--- src/rtl/alu_mul_seq_pkg.sv ---
// Shared CPU types: data word, ALU operation codes and the multiply sequencer state.
package cpu_types_pkg;

  localparam int WORD_W = 32;

  typedef logic [WORD_W-1:0] word_t;

  typedef enum logic [3:0] {
    ALU_SLL,
    ALU_SRL,
    ALU_ADD,
    ALU_SUB,
    ALU_AND,
    ALU_OR,
    ALU_XOR,
    ALU_NOR,
    ALU_SLT,
    ALU_SLTU
  } aluop_t;

  typedef enum logic [1:0] {
    MUL_IDLE,
    MUL_RUN,
    MUL_DONE
  } mulstate_t;

endpackage

--- src/rtl/alu_mul_seq_if.sv ---
// Multiply request/response bundle between the execute stage (master) and the sequencer (slave).
interface alu_mul_seq_if
  import cpu_types_pkg::*;
();
  logic  start;
  word_t multiplicand;
  word_t multiplier;
  logic  busy;
  logic  done;
  word_t product;

  modport master (
    output start, multiplicand, multiplier,
    input  busy, done, product
  );

  modport slave (
    input  start, multiplicand, multiplier,
    output busy, done, product
  );
endinterface

--- src/rtl/alu_mul_seq.sv ---
// Shift-and-add multiply sequencer that borrows the shared ALU for one ADD per iteration
// and otherwise passes the execute-stage ALU operands straight through.
module alu_mul_seq
  import cpu_types_pkg::*;
(
  input  logic          CLK,
  input  logic          nRST,
  alu_mul_seq_if.slave  mul,
  input  word_t         ex_portA,
  input  word_t         ex_portB,
  input  aluop_t        ex_aluOp,
  output logic          ex_stall,
  output word_t         alu_portA,
  output word_t         alu_portB,
  output aluop_t        alu_aluOp,
  input  word_t         alu_outPort,
  input  logic          alu_negative,
  input  logic          alu_overflow,
  input  logic          alu_zero
);

  mulstate_t  state;
  word_t      mcand;
  word_t      mplier;
  word_t      acc;
  logic [4:0] cnt;

  word_t acc_next;
  logic  run_exit;

  // ALU flags carry no meaning for a modulo-2^32 low-word product.
  logic unused_flags;
  assign unused_flags = alu_negative ^ alu_overflow ^ alu_zero;

  assign ex_stall = mul.busy;

  always_comb begin
    acc_next = mplier[0] ? alu_outPort : acc;
    // Stop once no set bits remain above the one consumed this cycle.
    run_exit = (cnt == 5'd31) || (mplier[WORD_W-1:1] == '0);
    if (state == MUL_RUN) begin
      alu_portA  = acc;
      alu_portB  = mcand;
      alu_aluOp  = ALU_ADD;
    end else begin
      alu_portA  = ex_portA;
      alu_portB  = ex_portB;
      alu_aluOp  = ex_aluOp;
    end
  end

  always_ff @(posedge CLK or negedge nRST) begin
    if (!nRST) begin
      state       <= MUL_IDLE;
      mcand       <= '0;
      mplier      <= '0;
      acc         <= '0;
      cnt         <= '0;
      mul.product <= '0;
      mul.busy    <= 1'b0;
      mul.done    <= 1'b0;
    end else begin
      mul.done <= 1'b0;
      case (state)
        MUL_IDLE: begin
          if (mul.start) begin
            mcand    <= mul.multiplicand;
            mplier   <= mul.multiplier;
            acc      <= '0;
            cnt      <= '0;
            mul.busy <= 1'b1;
            state    <= MUL_RUN;
          end
        end
        MUL_RUN: begin
          acc    <= acc_next;
          mcand  <= mcand << 1;
          mplier <= mplier >> 1;
          cnt    <= cnt + 5'd1;
          if (run_exit) begin
            mul.product <= acc_next;
            mul.busy    <= 1'b0;
            mul.done    <= 1'b1;
            state       <= MUL_DONE;
          end
        end
        MUL_DONE: state <= MUL_IDLE;
        default:  state <= MUL_IDLE;
      endcase
    end
  end

endmodule

--- src/flat_wrapper.sv ---
// flat-port wrapper written by rule: the top's interface ports become plain ports
module alu_mul_seq_flat import cpu_types_pkg::*;
  (CLK, nRST, ex_portA, ex_portB, ex_aluOp, ex_stall, alu_portA, alu_portB, alu_aluOp, alu_outPort, alu_negative, alu_overflow, alu_zero, mul_start, mul_multiplicand, mul_multiplier, mul_busy, mul_done, mul_product);
  alu_mul_seq_if mul_i ();
  input  logic CLK;
  input  logic nRST;
  input  word_t ex_portA;
  input  word_t ex_portB;
  input  aluop_t ex_aluOp;
  output logic ex_stall;
  output word_t alu_portA;
  output word_t alu_portB;
  output aluop_t alu_aluOp;
  input  word_t alu_outPort;
  input  logic alu_negative;
  input  logic alu_overflow;
  input  logic alu_zero;
  input wire logic [$bits(mul_i.start)-1:0] mul_start;
  input wire logic [$bits(mul_i.multiplicand)-1:0] mul_multiplicand;
  input wire logic [$bits(mul_i.multiplier)-1:0] mul_multiplier;
  output wire logic [$bits(mul_i.busy)-1:0] mul_busy;
  output wire logic [$bits(mul_i.done)-1:0] mul_done;
  output wire logic [$bits(mul_i.product)-1:0] mul_product;
  assign mul_i.start = mul_start;
  assign mul_i.multiplicand = mul_multiplicand;
  assign mul_i.multiplier = mul_multiplier;
  assign mul_busy = mul_i.busy;
  assign mul_done = mul_i.done;
  assign mul_product = mul_i.product;
  alu_mul_seq u_core (.CLK(CLK), .nRST(nRST), .mul(mul_i), .ex_portA(ex_portA), .ex_portB(ex_portB), .ex_aluOp(ex_aluOp), .ex_stall(ex_stall), .alu_portA(alu_portA), .alu_portB(alu_portB), .alu_aluOp(alu_aluOp), .alu_outPort(alu_outPort), .alu_negative(alu_negative), .alu_overflow(alu_overflow), .alu_zero(alu_zero));
endmodule
--- config.mk ---
export PLATFORM = sky130hd
export DESIGN_NAME = alu_mul_seq_flat
export DESIGN_NICKNAME = d
export VERILOG_FILES = /design/src/rtl/alu_mul_seq_pkg.sv /design/src/rtl/alu_mul_seq_if.sv /design/src/rtl/alu_mul_seq.sv /design/src/flat_wrapper.sv
export SDC_FILE = /design/constraint.sdc
export NUM_CORES = 1
export LEC_CHECK = 0
export ABC_AREA = 1
export CAP_MARGIN = 30
export CORE_AREA = 2 2 123 125
export CTS_CLUSTER_DIAMETER = 80
export DETAILED_ROUTE_END_ITERATION = 16
export DIE_AREA = 0 0 125 127
export PLACE_DENSITY = 0.87
export SLEW_MARGIN = 10
export SYNTH_ARGS = -nofsm -noshare
export SYNTH_HDL_FRONTEND = slang
export SYNTH_SLANG_ARGS = --single-unit
--- constraint.sdc ---
create_clock -name CLK -period 2.35 [get_ports CLK]
set_input_delay 0.47 -clock CLK [delete_from_list [all_inputs] [get_ports CLK]]
set_output_delay 0.47 -clock CLK [all_outputs]
set_load 0.1 [all_outputs]
==> results.toml <==
[synth]
yosysTopAreaCellShare_pct = 49.6
syn_inst = 904
yosys_warnings = 0
synth.distinct_cells = 21
synth_top_area_cell = "dfrtp_1"
seq_area_frac_synth_pct = 49.6
synthArstFlopShare_pct = 100
syn_avg_cell_area_um2 = 7.64
synth_edf_count = 0
synth_common_cells = "nand2_1, dfrtp_1, o21ai_0"
synth_nets = 1076
syn_area_mm2 = 0.00691
yosysMostFrequentCell = "nand2_1"
synth_ff_type = "dfrtp_1"
ys_seq_elements = 137
netlist_top_cells_area = "dfrtp_1, nand2_1, o21ai_0"

[flow_run]
cap_violations = 0

[sta]
period_share_pct = 97.8
worstMarginPinSlew_ns = 0.609
fmax_mhz = 435
rsz0062_at_grt = "yes"
fin_skew_ns = 0.00773
setup_tns_ns = 0
relSlewSlack_pct = 59.4
fin_crit_ns = 2.30
setup_viol = 0
hold_viol = 0
fin_ws_ns = 0.0524
maxSlewViolCount = 0

[clock_tree]
clk_path_buf_depth = 2
cts_setup_buffers = 0
clock-sinks = 137
clk_pin_slew_ns = 0.05
cts_tree = "built"
cts_root_buf = "clkbuf_16"
cts_buffers = 17
h-tree-depth = 4
insertion_delay_ns = 0.41

[drt]
drc_errors = 0
routed_wl_mm = 20.5
drt_iter0_markers = 480
vias = 6956
drtAntennaViolNets = 0
drtPass1Iterations = 5
viasPerCell = 5.17
wl_per_cell_um = 15.2

[worst_setup_path]
cp_slowest_stage_delay_ns = 0.40
cp_slowest_cell = "dfrtp_1"
crit_fanout = 99
crit_arrival_ns = 1.83
r2r_slack_ns = 0.47
crit_required_ns = 1.88
worst-setup-path-type = "flip-flop to primary output"
end_kind = "primary output"
crit_chain = "nand2_4 > buf_16 > nand2_1 > nand2_1 > buf_12"
start_kind = "flip-flop"
cp_common_cell = "nand2_1"

[die]
rows = 44
die_height_um = 127
die_w_um = 125
io_pins = 273
start_util_pct = 47.9
coreArea_mm2 = 0.0144
dieArea_mm2 = 0.0159

[global_routing]
top_usage_layer = "met2"
gr-total-overflow = 0
antenna_found_initial = 0
grt_pass1_vias = 6807
grt_pass1_wl_mm = 33.3
grtUsageMet3_pct = 5.49
grt_util_all_layers_pct = 26.1
grtUsageMet1_pct = 32.3
grt_max_degree = 100
grt_util_met2_pct = 44.6

[placed_design]
dpl.hpwl_mm = 14.7
dpl.cell_count = 1312
place.gp.congestion = 0.809
numPortBuffers = 269
dp_worst_setup_slack_ns = 0.336

[cells_and_area]
finalNonFillerCells = 1345
fin_util_pct = 76.4
drive_gt1_share_pct = 15.1
area_growth_pct = 59.6
antenna_cells = 0
finalNetCount = 1320

[run_status]
outcome = "finished clean"

[hold_path]
holdCritPathClass = "flip-flop to flip-flop"
cells in the final DEF (no fill, tap or decap), drive strengths merged:
master,synthesis,layout
nand2,336,336
clkdlybuf4s50,0,165
dfrtp,137,137
o21ai,133,133
buf,34,122
inv,75,75
nand3,63,63
o211ai,31,31
o21a,30,30
nor2,26,26
clkbuf,29,24
clkinv,0,5
a22o,3,3
bufinv,0,3
a21oi,2,2
ha,2,2
or2,1,1
xor2,1,1
o22ai,1,1
dlygate4sd3,0,1
routing by layer:
layer,part of all wire (%),routed length [µm]
met5,0,0
met4,3.1,644
met3,6.3,1280
met2,50,10200
met1,41,8390
sequential cells by signal (all words and copies together), names as in the netlist:
name                flops
u_core.acc             32
u_core.mcand           32
u_core.mplier          32
u_core.mul.product     32
u_core.cnt              5
u_core.state            2
u_core.ex_stall         1
u_core.mul.done         1
kinds of logic (layout without fill, tap and decap cells):
kind of cell | after synthesis | count (layout) | synth area share [%]
buf+inv | 138 | 395 | 8.44
flops | 137 | 137 | 49.6
simple gates | 426 | 426 | 24.4
xor+xnor | 1 | 1 | 0.127
compound gates | 200 | 200 | 17.0
fa+ha+maj | 2 | 2 | 0.362
through the flow:
step	hold slack, ns	cell area, µm²
global placement	0.432	10400
floorplan	0.174	6950
global route	0.490	11000
CTS	0.473	11000
finish	0.473	11000
detailed placement	0.433	10400
final timing paths:
path / startpoint / endpoint / cells after the start
min reg2reg: u_core.mul.product[3] / u_core.mul.product[3] / 2
min: u_core.mul.product[3] / u_core.mul.product[3] / 2
max: u_core.state[0] / alu_portB[23] / 5
max in group asynchronous: nRST / u_core.mplier[0] / 3
max reg2reg: u_core.state[1] / u_core.mul.product[0] / 7
min in group asynchronous: nRST / u_core.mul.product[7] / 2
worst max-delay path, delay by kind of cell (launching register included):
family / cells / cell delay (ns)
flip-flops: 1 / 0.40
buffers and inverters: 2 / 0.52
AND/OR/NAND/NOR: 3 / 0.42
cell type report:
| type | count | area, µm² |
|---|---|---|
| Clock buffer | 24 | 502 |
| Clock inverter | 8 | 115 |
| Fill cell | 1013 | 3400 |
| Inverter | 75 | 289 |
| Multi-Input combinational cell | 629 | 2960 |
| Sequential cell | 137 | 3430 |
| Tap cell | 184 | 230 |
| Timing Repair Buffer | 288 | 3500 |
what timing repair did:
item / in CTS / in global routing
hold buffers: 1 / 0
setup endpoints to repair: 4 / 14
gates resized for setup: 1 / 9
endpoints found under the hold margin: 6 / 0
Power is left out: the tool's default activity adds up to more than one toggle a clock period on the data nets, which glitch-free logic cannot reach.
